==> config.mk <==
export PLATFORM = sky130hd
export DESIGN_NAME = fir_requant_decim
export DESIGN_NICKNAME = d
export VERILOG_FILES = /design/src/rtl/dsp_pkg.sv /design/src/rtl/sync_fifo.sv /design/src/rtl/fir_requant_decim.sv
export SDC_FILE = /design/constraint.sdc
export NUM_CORES = 1
export LEC_CHECK = 0
export ABC_AREA = 1
export CORE_MARGIN = 5
export CORE_UTILIZATION = 25
export DETAILED_ROUTE_END_ITERATION = 12
export HOLD_SLACK_MARGIN = 0.1
export SYNTH_ARGS = -nofsm -noshare
export SYNTH_HDL_FRONTEND = slang
export SYNTH_SLANG_ARGS = --single-unit
==> constraint.sdc <==
create_clock -name clk -period 1.7 [get_ports clk]
set_input_delay 0.255 -clock clk [delete_from_list [all_inputs] [get_ports clk]]
set_output_delay 0.255 -clock clk [all_outputs]
set_load 0.03 [all_outputs]
==> src/rtl/dsp_pkg.sv <==
// Shared DSP helpers: rounding and saturating requantisation used by the filter chain stages.
package dsp_pkg;

  // Requantised value carried at full integer width, plus a flag for a clamp.
  typedef struct packed {
    logic signed [31:0] val;
    logic               sat;
  } requant_t;

  // Largest value representable in a w_o-bit signed sample.
  function automatic int sat_max(input int unsigned w_o);
    return (32'sd1 <<< (w_o - 1)) - 32'sd1;
  endfunction

  // Smallest value representable in a w_o-bit signed sample.
  function automatic int sat_min(input int unsigned w_o);
    return -(32'sd1 <<< (w_o - 1));
  endfunction

  // Drop 'shift' fraction bits rounding half toward +inf, then clamp to w_o signed bits.
  function automatic requant_t requant(input logic signed [31:0] x,
                                       input int unsigned        shift,
                                       input int unsigned        w_o);
    requant_t           res;
    logic signed [31:0] r;
    r = (x + (32'sd1 <<< (shift - 1))) >>> shift;
    if (r > sat_max(w_o)) begin
      res.val = sat_max(w_o);
      res.sat = 1'b1;
    end else if (r < sat_min(w_o)) begin
      res.val = sat_min(w_o);
      res.sat = 1'b1;
    end else begin
      res.val = r;
      res.sat = 1'b0;
    end
    return res;
  endfunction

endpackage

==> src/rtl/sync_fifo.sv <==
// Show-ahead synchronous FIFO; the head entry is always visible on data_o.
module sync_fifo #(
  parameter int unsigned W     = 8,
  parameter int unsigned DEPTH = 4
) (
  input  logic         clk_i,
  input  logic         rst_ni,
  input  logic         push_i,
  input  logic [W-1:0] data_i,
  input  logic         pop_i,
  output logic [W-1:0] data_o,
  output logic         full_o,
  output logic         empty_o
);

  localparam int unsigned AW = $clog2(DEPTH);
  localparam int unsigned CW = $clog2(DEPTH + 1);

  logic [W-1:0]  mem_q [DEPTH];
  logic [AW-1:0] wptr_q, rptr_q;
  logic [CW-1:0] cnt_q;
  logic          do_push, do_pop;

  // A push into a full FIFO is only taken when a pop frees the slot in the same cycle.
  always_comb begin
    full_o  = (cnt_q == CW'(DEPTH));
    empty_o = (cnt_q == '0);
    do_pop  = pop_i && !empty_o;
    do_push = push_i && (!full_o || do_pop);
    data_o  = mem_q[rptr_q];
  end

  // Storage, pointers (wrap naturally at the power-of-2 depth) and occupancy.
  always_ff @(posedge clk_i or negedge rst_ni) begin
    if (!rst_ni) begin
      for (int i = 0; i < int'(DEPTH); i++) mem_q[i] <= '0;
      wptr_q <= '0;
      rptr_q <= '0;
      cnt_q  <= '0;
    end else begin
      if (do_push) begin
        mem_q[wptr_q] <= data_i;
        wptr_q        <= wptr_q + 1'b1;
      end
      if (do_pop) rptr_q <= rptr_q + 1'b1;
      case ({do_push, do_pop})
        2'b10:   cnt_q <= cnt_q + 1'b1;
        2'b01:   cnt_q <= cnt_q - 1'b1;
        default: cnt_q <= cnt_q;
      endcase
    end
  end

endmodule

==> src/rtl/fir_requant_decim.sv <==
// Decimate the filter output by D, round/saturate to W_O bits and queue for a valid/ready consumer.
module fir_requant_decim
  import dsp_pkg::*;
#(
  parameter int unsigned W_I   = 14,
  parameter int unsigned W_O   = 8,
  parameter int unsigned SHIFT = 6,
  parameter int unsigned D     = 4,
  parameter int unsigned DEPTH = 4
) (
  input  logic                  clk,
  input  logic                  rstn,
  input  logic signed [W_I-1:0] x,
  input  logic                  x_valid,
  output logic signed [W_O-1:0] y,
  output logic                  y_valid,
  input  logic                  y_ready,
  output logic                  sat,
  output logic                  ovf,
  input  logic                  clr
);

  localparam int unsigned    PhW    = (D > 1) ? $clog2(D) : 1;
  localparam logic [PhW-1:0] PhLast = PhW'(D - 1);

  logic [PhW-1:0]        ph_q, ph_d;
  logic                  keep;
  requant_t              rq;
  logic signed [W_O-1:0] st_data_q, st_data_d;
  logic                  st_valid_q;
  logic                  sat_q, sat_d, ovf_q, ovf_d;
  logic                  push, pop, drop;
  logic                  fifo_full, fifo_empty;
  logic                  unused_rq_hi;

  // Phase tracking, requantisation of the current sample and the drop/flag decisions.
  always_comb begin
    keep = x_valid && (ph_q == '0);
    ph_d = ph_q;
    if (x_valid) ph_d = (ph_q == PhLast) ? '0 : ph_q + 1'b1;

    rq        = requant(32'(x), SHIFT, W_O);
    st_data_d = keep ? rq.val[W_O-1:0] : st_data_q;

    push = st_valid_q;
    pop  = y_valid && y_ready;
    // Drop only when no pop frees a slot this cycle.
    drop = push && fifo_full && !pop;

    // A new event wins over a simultaneous clear.
    sat_d = (keep && rq.sat) || (sat_q && !clr);
    ovf_d = drop || (ovf_q && !clr);
  end

  // Upper bits are always a sign extension of the clamped value.
  assign unused_rq_hi = ^rq.val[31:W_O];

  // Phase counter, stage register and sticky flags.
  always_ff @(posedge clk or negedge rstn) begin
    if (!rstn) begin
      ph_q       <= '0;
      st_data_q  <= '0;
      st_valid_q <= 1'b0;
      sat_q      <= 1'b0;
      ovf_q      <= 1'b0;
    end else begin
      ph_q       <= ph_d;
      st_data_q  <= st_data_d;
      st_valid_q <= keep;
      sat_q      <= sat_d;
      ovf_q      <= ovf_d;
    end
  end

  sync_fifo #(
    .W    (W_O),
    .DEPTH(DEPTH)
  ) u_fifo (
    .clk_i  (clk),
    .rst_ni (rstn),
    .push_i (push && !drop),
    .data_i (st_data_q),
    .pop_i  (pop),
    .data_o (y),
    .full_o (fifo_full),
    .empty_o(fifo_empty)
  );

  assign y_valid = !fifo_empty;
  assign sat     = sat_q;
  assign ovf     = ovf_q;

endmodule

-- Word-level counts from Yosys, hierarchy flattened
Index checks and enable logic that the tools add are counted.
- flip-flop bits (word level): 52
- bits of input ports: 19
- word-level logic and storage cells: 61
- magnitude comparators: 5
- multiplexer cells: 10
- equal/unequal tests: 4
- add/sub/neg operators: 6
- bitwise logic cells: 2
- reduce and logical (&&, ||, !) cells: 22
- operators with widths (operator ; count):
    32-bit bitwise mux ; 1
    8-bit two-way mux ; 3
    9-bit two-way mux ; 2
    8-bit binary-select mux with 2-bit select ; 1
    8-bit demux with 2-bit select ; 1
    14-bit by 7-bit adder with 15-bit output (second input constant) ; 1
    1-bit logical AND ; 11
    9-bit by 8-bit greater-than comparator with 1-bit output (second input constant) ; 1
    9-bit by 8-bit < comparator with 1-bit output (second input constant) ; 1
    2-bit by 1-bit adder with 2-bit output (second input constant) ; 3
    3-bit greater-or-equal comparator (second input constant) ; 2
    2-bit NOT with 3-bit output ; 2
    3-bit one-hot mux with 2 select lines ; 1
    1-bit zero test ; 5
    2-bit == test (second input constant) ; 2
    3-bit by 1-bit adder with 3-bit output (second input constant) ; 1
    3-bit == test (second input constant) ; 1
    3-bit zero test ; 1
    1-bit logical OR ; 3
    3-bit by 1-bit < comparator with 1-bit output (second input constant) ; 1
    3-bit by 1-bit subtractor with 3-bit output (second input constant) ; 1
    2-bit by 1-bit == test with 1-bit output (second input constant) ; 1
    2-bit zero test ; 1
    2-bit two-way mux ; 1
    2-bit nonzero test ; 1

-- Depth between registers and ports, before layout
- depth in word-level cells: 10
- depth in mapped cells: 10
- depth with buffers taken out: 10

-- Hierarchy
Synthesis repeated with hierarchy kept, for this count alone.
- cell total of the unflattened synthesis: 342
- area total of the unflattened synthesis: 2835.2 µm²
- modules (own cells, without submodules) (module ; seq. area each (µm²) ; instances ; cells an instance ; area each (µm²)):
    sync_fifo ; 975.9 ; 1 ; 236 ; 2009.4
    fir_requant_decim ; 325.3 ; 1 ; 106 ; 825.8

-- Least setup slack after synthesis
OpenSTA, ideal clock, no wires.
- kind: reg-to-reg
- from: register u_fifo.cnt_q[1]
- to: register u_fifo.cnt_q[2]
- path buffers: 0
- clock period less this slack: 1783 ps
- arrival: 1652 ps
- stages on the path, launching flop included: 10
- required time: 1569 ps
- path slack: -83 ps
- library setup time: 131 ps
- cells stage by stage: dfrtp_1 nor2_2 nand3_2 nand2_4 ha_1 inv_1 fa_1 a21oi_1 o21ai_0 xor2_1
- longest elaborated chain between the ends: 10
- RTL lines (what ; RTL line ; RTL):
    from (decl) ; sync_fifo.sv:21 ; logic [CW-1:0] cnt_q;
    from (signal assigned) ; sync_fifo.sv:47 ; 2'b10: cnt_q <= cnt_q + 1'b1;
    from (signal assigned) ; sync_fifo.sv:48 ; 2'b01: cnt_q <= cnt_q - 1'b1;
    from (signal assigned) ; sync_fifo.sv:49 ; default: cnt_q <= cnt_q;
    3-bit zero test ; sync_fifo.sv:27 ; empty_o = (cnt_q == '0);
    1-bit zero test ; sync_fifo.sv:28, fir_requant_decim.sv:89 ;
    1-bit logical AND ; fir_requant_decim.sv:46 ; pop = y_valid && y_ready;
    1-bit zero test ; fir_requant_decim.sv:48 ; drop = push && fifo_full && !pop;
    1-bit logical AND ; fir_requant_decim.sv:48 ;
    1-bit zero test ; fir_requant_decim.sv:81 ; .push_i (push && !drop),
    1-bit logical AND ; fir_requant_decim.sv:81 ;
    1-bit logical AND ; sync_fifo.sv:29 ; do_push = push_i && (!full_o || do_pop);
    2-bit by 1-bit == test with 1-bit output / 2-bit == test (equally long branches) ; sync_fifo.sv:46 ; case ({do_push, do_pop})
    3-bit one-hot mux with 2 select lines / 2-bit nonzero test (equally long branches) ; - ;
Parallel ways exist; a longest one is shown, timed or not.
A chain may end at the register's enable or synchronous reset.

-- Worst setup path in the final report
Same ends and word-level chain as after synthesis.

==> flow_summary.rst <==
.. list-table::
   :header-rows: 1

   * - Metric
     - Value
   * - Status
     - finished, violations left
   * - Violations in the final reports
     - negative setup slack
   * - Commonest cells after routing, fill and taps aside
     - nand2_1, dfrtp_1, o21ai_0
   * - Area contributors post-synth
     - dfrtp_1, nand2_1, o21ai_0
   * - Number of placed instances, taps included
     - 469
   * - Startpoint class of the critical path
     - flop
   * - Cell type with the largest total area after synthesis
     - dfrtp_1
   * - Area of the mapped netlist
     - 2560 um^2
   * - Fin Clk Skew
     - 0.00919 ns
   * - Maximum number of pins on one net before global-route repair
     - 35
   * - Number of global-route vias before repair
     - 2,010
   * - Post-synth ARST share
     - 100%
   * - Clock tree from TritonCTS
     - done
   * - Horizontal die dimension
     - 111 um
   * - Slew of the pin with the lowest slew margin
     - 0.466 ns
   * - Destination of the worst register-to-register timing path
     - u_fifo.cnt_q[2]$_DFFE_PN0P_
   * - Grt ovf
     - 0
   * - Post-synthesis net count
     - 327
   * - Fill cell total of the finished layout
     - 1,057
   * - Antenna diode count
     - 0
   * - Clock tree sinks
     - 52
   * - Initial antenna violation count
     - 0
   * - Power per cell area
     - 1910 nW/um^2
   * - Port Buffer Count
     - 24
   * - Register clock-pin slew on the reported worst setup and hold paths
     - 0.09 ns
   * - Height of the die
     - 111 um
   * - Register bit count reported by yosys
     - 52
   * - Post-synth EDFFs
     - 0
   * - Post-route DRC violation count
     - 0
   * - Combined global-route utilization of all metal layers
     - 9.00%
   * - Share of synthesized area occupied by flip-flops and latches
     - 50.9%
   * - Class of the worst hold path
     - primary input to asynchronous set/reset pin
   * - Maximum buffer depth of the clock tree
     - 2
   * - Detail-routed net length per standard cell
     - 11.4 um
   * - Avg Cell Area, Syn
     - 8.55 um^2
   * - Wirelength, routed
     - 5500 um
   * - Startpoint of the worst-slack reg-to-reg timing path
     - u_fifo.cnt_q[1]$_DFFE_PN0P_
   * - Critical Path, Cell by Cell
     - nor2_4, nand3_2, nand2_4, ha_4, inv_2, fa_2, a21oi_1, o21ai_1, xor2_1
   * - Area share of the largest cell type after synthesis
     - 50.9%
   * - Clk root buf
     - clkbuf_8
   * - Die outline area
     - 12,400 um^2
   * - Global-route wire length before repair
     - 9310 um
   * - CP top delay family
     - adder cells
   * - Gpl congestion
     - 0.762
   * - Number of max-slew violations in the final report
     - 0
   * - Slowest cell on the critical path
     - dfrtp_1
   * - Worst-case register-to-register setup slack
     - -0.05 ns
   * - Antenna Nets Post-Route
     - 0
   * - Most frequent standard cell in the layout excluding fill and tap cells
     - nand2_1
   * - Maximum frequency from static timing analysis
     - 0.570 GHz
   * - Critical setup path kind
     - flop to flop
   * - Synth-to-Final Area Change
     - 30.4%
   * - Final hold violations
     - 0
   * - Endpoints failing setup
     - 5
   * - Time the final worst path needs with I/O delays and setup
     - 1.75 ns
   * - Delay of the slowest cell on the worst path
     - 0.42 ns
   * - Per-cell via count in the routed design
     - 4.28
   * - Number of vias after detailed routing
     - 2,070
   * - Buffers and inverters on the worst path
     - 1
   * - Maximum capacitance violations
     - 0
   * - Placeable core region
     - 10,100 um^2
   * - YS warnings
     - 0
   * - Post-Syn Instances
     - 299
   * - Number of DRC violations after detailed-routing iteration 0
     - 74
   * - Fraction of the cycle the final worst path needs
     - 103%
   * - Required arrival time at the worst endpoint
     - 1.88 ns
   * - Drt first pass iters
     - 4
   * - HPWL after DPL
     - 3770 um
   * - Leakage power
     - 1.62 nW
   * - Length in cells of the worst reg-to-reg path
     - 9
   * - Least setup slack across all paths after layout
     - -0.0541 ns
   * - Worst IR Drop VDD
     - 0.650 mV
   * - Layout Utilization
     - 32.9%
   * - Arrival time at the worst endpoint
     - 1.94 ns
   * - RSZ-0062 raised after global routing
     - true
   * - Cell variety after synth
     - 26
   * - Sort of element at the end of the critical path
     - flop
   * - Overall power after layout
     - 6.38 mW
   * - Core Rows
     - 37
   * - Top_reg_cell synth
     - dfrtp_1
   * - Count of placed standard cells in the final layout, fillers left out
     - 484
   * - Effective utilization at floorplan
     - 25.2%
   * - Total clock buffers created by CTS
     - 5
   * - Htree depth
     - 2
   * - Fraction of final layout cells sized beyond drive strength 1
     - 19.8%
   * - Number of nets in the layout
     - 375
   * - Worst-Skew Late Latency
     - 0.30 ns
   * - Ports
     - 30
   * - Critical path fanouts, max
     - 3
   * - Worst-case headroom to the max-slew limit
     - 68.9%
[synth_stat cells (4+ instances only)]
library cell,instances
buf_6,4
dfrtp_1,52
ha_1,8
inv_1,28
nand2_1,93
nand2_4,5
nor2_1,20
o21ai_0,42
o21ai_1,13
o22ai_1,8
xor2_1,6
[cells by family (layout without fill, tap and decap cells)]
group | after synthesis | after routing | synth area share, %
xor+xnor | 8 | 8 | 2.74
buf+inv | 37 | 86 | 6.90
compound gates | 67 | 67 | 13.7
fa+ha+maj | 9 | 9 | 4.70
simple gates | 126 | 126 | 21.0
flops | 52 | 52 | 50.9
[area by class of cell]
cell class,instances,area [um^2],area share (%)
Timing Repair Buffer,48,473,14.2
Multi-Input combinational cell,210,1140,34.3
Clock buffer,7,96.3,2.89
Inverter,30,118,3.53
Tap cell,136,170,5.10
Sequential cell,52,1300,39.1
Clock inverter,1,30.0,0.901
[flip-flops by register name, indices dropped and copies added (netlist names)]
| signal | flops |
|---|---|
| st_data_q | 8 |
| sat | 1 |
| ovf | 1 |
| ph_q | 2 |
| u_fifo.wptr_q | 2 |
| u_fifo.rptr_q | 2 |
| u_fifo.mem_q | 32 |
| push | 1 |
| u_fifo.cnt_q | 3 |
[metal layers]
layer	routed length, um	up-vias	GRT usage [%]
met5	0	-	0
met4	86	0	3.16
met3	220	7	2.13
met2	2570	54	14.3
met1	2610	963	12.0
li1	-	1046	-
[metrics by stage]
stage | instance area (um^2) | hold WS, ns | setup slack (ns) | TNS [ns]
floorplan | 2560 | -0.0406 | -0.0377 | -0.0377
detailed placement | 3060 | 0.237 | -0.322 | -1.32
global route | 3330 | 0.483 | -0.105 | -0.646
finish | 3330 | 0.428 | -0.0541 | -0.129
CTS | 3270 | 0.447 | -0.0613 | -0.0811
global placement | 3060 | 0.233 | -0.246 | -0.871
[worst max path at each step]
stage                                start                          end  cells after the start
5_1_grt        u_fifo.cnt_q[1]$_DFFE_PN0P_  u_fifo.cnt_q[2]$_DFFE_PN0P_                      9
4_1_cts        u_fifo.cnt_q[1]$_DFFE_PN0P_  u_fifo.cnt_q[2]$_DFFE_PN0P_                      9
2_1_floorplan  u_fifo.cnt_q[0]$_DFFE_PN0P_  u_fifo.cnt_q[2]$_DFFE_PN0P_                      9
3_5_place_dp                       y_ready  u_fifo.cnt_q[2]$_DFFE_PN0P_                      9
3_3_place_gp                       y_ready  u_fifo.cnt_q[2]$_DFFE_PN0P_                      9
6_report       u_fifo.cnt_q[1]$_DFFE_PN0P_  u_fifo.cnt_q[2]$_DFFE_PN0P_                      9
[power breakdown]
| group | switching (mW) | internal [mW] |
|---|---|---|
| Combinational | 1.83 | 1.48 |
| Clock | 0.390 | 0.519 |
| Sequential | 0.352 | 1.81 |
| Total | 2.58 | 3.81 |
[what timing repair did]
item                       in CTS  in global routing
gates resized for setup        18                 18
buffers inserted                3                  1
setup endpoints to repair      10                 10
hold endpoints to repair       18                  0
hold buffers                    1                  0
pin swaps                       7                  6
gates cloned                    1                  1
Power figures use the tool's default switching activity.
